File: src/rtl/sccb_slave_if.sv
// SCCB pad split plus local register-port bundle shared by the responder
// and whatever drives it (SCCB master model or register file).
interface sccb_slave_if;
  logic       SIO_C;
  logic       SIO_DI;
  logic       SIO_DO;
  logic       SIO_DE;
  logic [7:0] reg_addr;
  logic [7:0] reg_wdata;
  logic       reg_we;
  logic       reg_re;
  logic [7:0] reg_rdata;
  logic       busy;

  modport slave (
    input  SIO_C,
    input  SIO_DI,
    input  reg_rdata,
    output SIO_DO,
    output SIO_DE,
    output reg_addr,
    output reg_wdata,
    output reg_we,
    output reg_re,
    output busy
  );

  modport master (
    output SIO_C,
    output SIO_DI,
    output reg_rdata,
    input  SIO_DO,
    input  SIO_DE,
    input  reg_addr,
    input  reg_wdata,
    input  reg_we,
    input  reg_re,
    input  busy
  );
endinterface

File: src/rtl/sccb_slave.sv
// SCCB camera-side responder: oversamples SIO_C/SIO_D on PCLK, decodes 3-phase
// writes and 2-phase reads for DEV_ID, and drives a single-cycle register port.
//
// state      | meaning
// IDLE       | bus free, waiting for START
// ID         | shifting in device ID byte
// ID_ACK     | acknowledging matching ID
// SUB        | shifting in sub-address
// SUB_ACK    | acknowledging sub-address
// WDATA      | shifting in write data
// WDATA_ACK  | acknowledging write data
// RDATA      | driving read data MSB first
// RD_NA      | master's NA bit after read data
// WAIT_STOP  | ignoring bus until STOP or repeated START
module sccb_slave (
  input logic        PCLK,
  input logic        PRESET,
  sccb_slave_if.slave bus
);

  localparam logic [6:0] DEV_ID = 7'h30;

  localparam logic [3:0] IDLE      = 4'd0;
  localparam logic [3:0] ID        = 4'd1;
  localparam logic [3:0] ID_ACK    = 4'd2;
  localparam logic [3:0] SUB       = 4'd3;
  localparam logic [3:0] SUB_ACK   = 4'd4;
  localparam logic [3:0] WDATA     = 4'd5;
  localparam logic [3:0] WDATA_ACK = 4'd6;
  localparam logic [3:0] RDATA     = 4'd7;
  localparam logic [3:0] RD_NA     = 4'd8;
  localparam logic [3:0] WAIT_STOP = 4'd9;

  logic scl_s1_q, scl_s2_q, scl_s3_q;
  logic sda_s1_q, sda_s2_q, sda_s3_q;
  logic scl_rise_q, scl_fall_q, start_q, stop_q, sda_bit_q;
  logic scl_rise_d, scl_fall_d, start_d, stop_d;

  logic [3:0] state_q, state_d;
  logic [3:0] bcnt_q, bcnt_d;
  logic [7:0] sh_q, sh_d;
  logic       rw_q, rw_d;
  logic       busy_q, busy_d;
  logic       de_q, de_d;
  logic       do_q, do_d;
  logic [7:0] addr_q, addr_d;
  logic [7:0] wdata_q, wdata_d;
  logic       we_q, we_d;
  logic       re_q, re_d;
  logic       cap_q, cap_d;
  logic [7:0] rx_byte;

  // START/STOP only when SCL is stable high; any SCL edge in the same sample wins
  assign scl_rise_d = scl_s2_q & ~scl_s3_q;
  assign scl_fall_d = ~scl_s2_q & scl_s3_q;
  assign start_d    = scl_s2_q & scl_s3_q & ~sda_s2_q & sda_s3_q;
  assign stop_d     = scl_s2_q & scl_s3_q & sda_s2_q & ~sda_s3_q;

  always_ff @(posedge PCLK or posedge PRESET) begin
    if (PRESET) begin
      scl_s1_q   <= 1'b1;
      scl_s2_q   <= 1'b1;
      scl_s3_q   <= 1'b1;
      sda_s1_q   <= 1'b1;
      sda_s2_q   <= 1'b1;
      sda_s3_q   <= 1'b1;
      scl_rise_q <= 1'b0;
      scl_fall_q <= 1'b0;
      start_q    <= 1'b0;
      stop_q     <= 1'b0;
      sda_bit_q  <= 1'b1;
    end else begin
      scl_s1_q   <= bus.SIO_C;
      scl_s2_q   <= scl_s1_q;
      scl_s3_q   <= scl_s2_q;
      sda_s1_q   <= bus.SIO_DI;
      sda_s2_q   <= sda_s1_q;
      sda_s3_q   <= sda_s2_q;
      scl_rise_q <= scl_rise_d;
      scl_fall_q <= scl_fall_d;
      start_q    <= start_d;
      stop_q     <= stop_d;
      sda_bit_q  <= sda_s2_q;
    end
  end

  assign rx_byte = {sh_q[6:0], sda_bit_q};

  always_comb begin
    state_d = state_q;
    bcnt_d  = bcnt_q;
    sh_d    = sh_q;
    rw_d    = rw_q;
    busy_d  = busy_q;
    de_d    = de_q;
    do_d    = do_q;
    addr_d  = addr_q;
    wdata_d = wdata_q;
    we_d    = 1'b0;
    re_d    = 1'b0;
    cap_d   = re_q;

    // register file answers the cycle after the read strobe
    if (cap_q) sh_d = bus.reg_rdata;

    if (stop_q) begin
      state_d = IDLE;
      bcnt_d  = 4'd0;
      busy_d  = 1'b0;
      de_d    = 1'b0;
      do_d    = 1'b0;
    end else if (start_q) begin
      state_d = ID;
      bcnt_d  = 4'd0;
      busy_d  = 1'b0;
      de_d    = 1'b0;
      do_d    = 1'b0;
    end else if (scl_rise_q) begin
      case (state_q)
        ID, SUB, WDATA: begin
          sh_d   = rx_byte;
          bcnt_d = bcnt_q + 4'd1;
          if (bcnt_q == 4'd7) begin
            case (state_q)
              ID: begin
                if (rx_byte[7:1] == DEV_ID) begin
                  busy_d  = 1'b1;
                  rw_d    = rx_byte[0];
                  state_d = ID_ACK;
                end else begin
                  state_d = WAIT_STOP;
                end
              end
              SUB: begin
                addr_d  = rx_byte;
                state_d = SUB_ACK;
              end
              default: begin
                wdata_d = rx_byte;
                we_d    = 1'b1;
                state_d = WDATA_ACK;
              end
            endcase
          end
        end
        ID_ACK: if (rw_q) re_d = 1'b1;
        RD_NA:  state_d = WAIT_STOP;
        default: ;
      endcase
    end else if (scl_fall_q) begin
      case (state_q)
        ID_ACK, SUB_ACK, WDATA_ACK: begin
          if (!de_q) begin
            de_d = 1'b1;
            do_d = 1'b0;
          end else begin
            de_d   = 1'b0;
            do_d   = 1'b0;
            bcnt_d = 4'd0;
            case (state_q)
              ID_ACK: begin
                if (rw_q) begin
                  // keep the pad and put the first read bit straight out
                  state_d = RDATA;
                  de_d    = 1'b1;
                  do_d    = sh_q[7];
                  sh_d    = {sh_q[6:0], 1'b0};
                  bcnt_d  = 4'd1;
                end else begin
                  state_d = SUB;
                end
              end
              SUB_ACK: state_d = WDATA;
              default: state_d = WAIT_STOP;
            endcase
          end
        end
        RDATA: begin
          if (bcnt_q == 4'd8) begin
            de_d    = 1'b0;
            do_d    = 1'b0;
            bcnt_d  = 4'd0;
            state_d = RD_NA;
          end else begin
            de_d   = 1'b1;
            do_d   = sh_q[7];
            sh_d   = {sh_q[6:0], 1'b0};
            bcnt_d = bcnt_q + 4'd1;
          end
        end
        default: ;
      endcase
    end
  end

  always_ff @(posedge PCLK or posedge PRESET) begin
    if (PRESET) begin
      state_q <= IDLE;
      bcnt_q  <= 4'd0;
      sh_q    <= 8'h00;
      rw_q    <= 1'b0;
      busy_q  <= 1'b0;
      de_q    <= 1'b0;
      do_q    <= 1'b0;
      addr_q  <= 8'h00;
      wdata_q <= 8'h00;
      we_q    <= 1'b0;
      re_q    <= 1'b0;
      cap_q   <= 1'b0;
    end else begin
      state_q <= state_d;
      bcnt_q  <= bcnt_d;
      sh_q    <= sh_d;
      rw_q    <= rw_d;
      busy_q  <= busy_d;
      de_q    <= de_d;
      do_q    <= do_d;
      addr_q  <= addr_d;
      wdata_q <= wdata_d;
      we_q    <= we_d;
      re_q    <= re_d;
      cap_q   <= cap_d;
    end
  end

  assign bus.SIO_DO    = do_q;
  assign bus.SIO_DE    = de_q;
  assign bus.reg_addr  = addr_q;
  assign bus.reg_wdata = wdata_q;
  assign bus.reg_we    = we_q;
  assign bus.reg_re    = re_q;
  assign bus.busy      = busy_q;

endmodule

File: src/flat_wrapper.sv
// flat-port wrapper written by rule: the top's interface ports become plain ports
module sccb_slave_flat 
  (PCLK, PRESET, bus_SIO_C, bus_SIO_DI, bus_reg_rdata, bus_SIO_DO, bus_SIO_DE, bus_reg_addr, bus_reg_wdata, bus_reg_we, bus_reg_re, bus_busy);
  sccb_slave_if bus_i ();
  input logic PCLK;
  input logic PRESET;
  input wire logic [$bits(bus_i.SIO_C)-1:0] bus_SIO_C;
  input wire logic [$bits(bus_i.SIO_DI)-1:0] bus_SIO_DI;
  input wire logic [$bits(bus_i.reg_rdata)-1:0] bus_reg_rdata;
  output wire logic [$bits(bus_i.SIO_DO)-1:0] bus_SIO_DO;
  output wire logic [$bits(bus_i.SIO_DE)-1:0] bus_SIO_DE;
  output wire logic [$bits(bus_i.reg_addr)-1:0] bus_reg_addr;
  output wire logic [$bits(bus_i.reg_wdata)-1:0] bus_reg_wdata;
  output wire logic [$bits(bus_i.reg_we)-1:0] bus_reg_we;
  output wire logic [$bits(bus_i.reg_re)-1:0] bus_reg_re;
  output wire logic [$bits(bus_i.busy)-1:0] bus_busy;
  assign bus_i.SIO_C = bus_SIO_C;
  assign bus_i.SIO_DI = bus_SIO_DI;
  assign bus_i.reg_rdata = bus_reg_rdata;
  assign bus_SIO_DO = bus_i.SIO_DO;
  assign bus_SIO_DE = bus_i.SIO_DE;
  assign bus_reg_addr = bus_i.reg_addr;
  assign bus_reg_wdata = bus_i.reg_wdata;
  assign bus_reg_we = bus_i.reg_we;
  assign bus_reg_re = bus_i.reg_re;
  assign bus_busy = bus_i.busy;
  sccb_slave u_core (.PCLK(PCLK), .PRESET(PRESET), .bus(bus_i));
endmodule
File: config.mk
export PLATFORM = sky130hd
export DESIGN_NAME = sccb_slave_flat
export DESIGN_NICKNAME = d
export VERILOG_FILES = /design/src/rtl/sccb_slave_if.sv /design/src/rtl/sccb_slave.sv /design/src/flat_wrapper.sv
export SDC_FILE = /design/constraint.sdc
export NUM_CORES = 1
export LEC_CHECK = 0
export ABC_AREA = 1
export BUFFER_PORTS_ARGS = -buffer_cell sky130_fd_sc_hd__buf_4
export CORE_MARGIN = 1
export CORE_UTILIZATION = 62
export CTS_CLUSTER_DIAMETER = 100
export DETAILED_ROUTE_END_ITERATION = 6
export GPL_TIMING_DRIVEN = 0
export HOLD_SLACK_MARGIN = 0.08
export PLACE_DENSITY = 0.84
export SYNTH_ARGS = -nofsm -noshare
export SYNTH_HDL_FRONTEND = slang
export SYNTH_SLANG_ARGS = --single-unit
File: constraint.sdc
create_clock -name PCLK -period 4.1 [get_ports PCLK]
set_input_delay 0.615 -clock PCLK [delete_from_list [all_inputs] [get_ports PCLK]]
set_output_delay 0.615 -clock PCLK [all_outputs]
set_load 0.1 [all_outputs]
==> results.md <==
- Max-cap check violation count: 0
- Seq/Total Area, Yosys: between 40% and 50%
- Status: completed
- First-pass GRT wire length: 9811 um
- Vias in the first global route: 2065
- Worst R2R Setup Slack: 2.16 ns
- Core ar.: 4029 um2
- Initial antenna violation count: 0
- Yosys reg bits: 49
- Hpwl dp: about 4500 um
- Clk Latency, worst-skew pair: 0.31 ns
- Mean area per synthesized cell: roughly 7.9 um2
- Mapped Area: around 2600 um2
- Sequential Power Share: approximately two fifths
- Max Fanout on Critical Path: 10
- Crit end category: flop
- Path depth of the worst reg2reg path: 8
- Layout Nets: 388
- Tmin final: 1.939 ns
- CTS root buf: clkbuf_8
- Via count: 2327
- CTS buffer count: 5
- # rows: 23
- Clk sinks: 49
- CTS Buffer Depth: 2
- Clock transition at path regs: 0.09 ns
- DR WL/cell: 14.38 um
- Unrepaired setup endpoints after global routing: false
- Cells after Synth: 334
- Arr. time, crit path: 2.18 ns
- Max VDD drop: 0.4927 mV
- Drc violations: 0
- Total Neg Setup Slack: 0 ns
- Die Y: 67.10 um
- Pwr Density: 535.2 nW/um2
- Final Max Slew Viols: 0
- Lkg Pwr: between 0.0015 and 0.002 uW
- Grt ovf: 0
- # fillers: 316
- Port bufs: 32
- Largest net degree at the start of global routing: 27
- Final Setup Violations: 0
- Final hold vios: 0
- DR pass1 iterations: 5
- YS warnings: 0
- Combinational power share: 40.0%
- Iter 0 DRT Violations: 200
- Io pins: 33
- Post-CTS Resized: 0
- Setup repair bufs after CTS: 0
- H-tree depth: 2
- Synth area leaders: dfrtp_1, nand2_1, a21oi_1
- DRT Wirelength: 6112 um
- Leading cell types in the layout, fill and taps excluded: nand2_1, dfrtp_1, a21oi_1, inv_1, buf_4
- Worst slew pin tran: 0.5602 ns
- Area growth, synth to finish: 16.81%
- Internal: about 940 uW
- Die width: 67.10 um
- Worst Path Required: between 4 and 5 ns
- WS Path Type: flop to flop
- CTS tree: built
- Synth cell types: 36
- Die area: 4502 um2
- # diodes: 0
- Min-Delay Path Class: input pin to asynchronous set/reset pin
- Share of layout cells above drive strength 1: 18.13%
- Largest area contributor in the netlist: dfrtp_1
- Synth top area share: between 40% and 50%
- GPL Wtd Cong: 0.9358
- Psw: 702.7 uW
- Post-route ant nets: 0
- Worst R2R End: u_core.bus.reg_wdata[6]
- Worst reg2reg path startpoint: u_core.bcnt_q[0]
- Part of the cycle the worst path needs: 47.30%
- Initial Util: 65.22%
- Max Clock Skew: between 0.005 and 0.006 ns
- Total Routing Usage GR: 29.60%
- Clock power share: 21.3%
- Cts hold-fix bufs: 0
- Switching Share: 42.78%
- Achievable Freq: around 520 MHz
- Vias per cell: 5.475
- Worst setup SP type: flop
- Commonest non-fill, non-tap cell in the layout: nand2_1
- Fin util: 76.18%
- Slew margin rel.: a little over three fifths
- Synth Net Count: about 350
==> metal layers <==
metal | vias up | track usage [%] | wire length [um]
li1 | 1159 | - | -
met3 | 11 | 5.137 | 367
met2 | 85 | 48.00 | 2861
met5 | - | 0 | 0
met4 | 0 | 7.979 | 85
met1 | 1072 | 40.66 | 2798
==> registers in the layout, indices dropped and copies added, names as in the netlist <==
name / cells
u_core.sda_s1_q: 1
u_core.bus.reg_wdata: 8
u_core.bus.SIO_DO: 1
u_core.bus.reg_addr: 8
u_core.rw_q: 1
u_core.state_q: 4
u_core.sda_s3_q: 1
u_core.sda_s2_q: 1
u_core.scl_s1_q: 1
u_core.sh_q: 8
u_core.bcnt_q: 4
u_core.scl_s2_q: 1
u_core.bus.busy: 1
u_core.bus.reg_we: 1
u_core.scl_s3_q: 1
u_core.scl_rise_q: 1
u_core.scl_fall_q: 1
u_core.cap_q: 1
u_core.bus.reg_re: 1
u_core.bus.SIO_DE: 1
u_core.stop_q: 1
u_core.start_q: 1
==> layout make-up <==
class                   instances  area, um2  area share (%)
repair buffers                 33      267.8           8.724
flip-flops and latches         49       1234           40.20
clock inverters                 2      38.79           1.264
multi-input cells             239       1204           39.22
clock buffers                   6      72.57           2.364
plain buffers                   6      37.54           1.223
inverters                      40      152.6           4.973
well taps                      50      62.56           2.038
==> worst max path at each step <==
stage / startpoint / end / slack [ns]
6_report: u_core.bcnt_q[0] / u_core.bus.reg_wdata[6] / 2.16
3_3_place_gp: PRESET / u_core.bus.reg_re / 1.76
5_1_grt: u_core.bcnt_q[0] / u_core.bus.reg_wdata[6] / 1.95
4_1_cts: u_core.bcnt_q[0] / u_core.bus.reg_wdata[6] / 2.17
3_5_place_dp: u_core.bcnt_q[0] / u_core.bus.reg_wdata[7] / 2.20
2_1_floorplan: u_core.bus.SIO_DE / u_core.sh_q[1] / 2.26
==> kinds of logic (layout without fill, tap and decap cells) <==
| group | after synthesis | after routing | share of synthesized area (%) |
|---|---|---|---|
| buffers and inverters | 46 | 87 | 7.238 |
| and+or+nand+nor | 159 | 159 | 27.76 |
| xor gates and xnor gates | 1 | 1 | 0.3334 |
| DFF | 49 | 49 | 46.95 |
| AOI/OAI and AO/OA | 77 | 77 | 16.76 |
| adders and majority gates | 2 | 2 | 0.9522 |
==> stage by stage <==
stage | area [um2] | hold WS (ns) | std cells | total power (uW) | setup WS, ns
floorplan | 2628 | 0.3452 | 334 | 1136 | 2.259
global placement | 2930 | 0.3478 | 416 | 1271 | 1.758
detailed placement | 2958 | 0.3468 | 417 | 1285 | 2.202
CTS | 3069 | 0.3624 | 425 | 1634 | 2.171
global route | 3069 | 0.3633 | 425 | 1742 | 1.955
finish | 3069 | 0.3546 | 425 | 1643 | 2.161
==> power by group through the flow <==
| stage | logic (uW) | clock network [uW] | registers (uW) |
|---|---|---|---|
| finish | 657 | 349 | 636 |
| global route | 729 | 367 | 646 |
| CTS | 649 | 351 | 634 |
| detailed placement | 644 | 0 | 642 |
| global placement | 631 | 0 | 640 |
| floorplan | 434 | 0 | 702 |
==> cells in the mapped netlist <==
master and n:
clkbuf_1 4, dfrtp_1 43, inv_4 1, xor2_1 1, nor2_1 31, o31ai_1 1
nor3_1 2, a21oi_1 39, ha_1 2, or2_2 2, o21a_1 7, nand4_2 1
nor2_2 1, o21ai_4 1, o21ai_2 1, nand4_1 6, nand3_1 16, nand2_2 2
a21oi_2 1, inv_1 39, o21ai_1 9, and2_2 1, dfstp_2 6, buf_6 2
nor4_4 1, a31oi_1 1, nand2_4 2, a31oi_2 1, nor2_4 2, a211oi_1 1
nor2_8 1, nand2_1 90, nand3_2 1, o21ai_0 13, o21bai_1 1, o211ai_1 1
==> critical path: stages (launching register included) <==
cell	delay, ns
dfrtp_1	0.41
ha_1	0.19
nand2_1	0.08
nor2_1	0.24
nand2_1	0.18
nor4_4	0.42
buf_6	0.22
nor2_1	0.05
a21oi_2	0.08
Power figures use the tool's default switching activity.
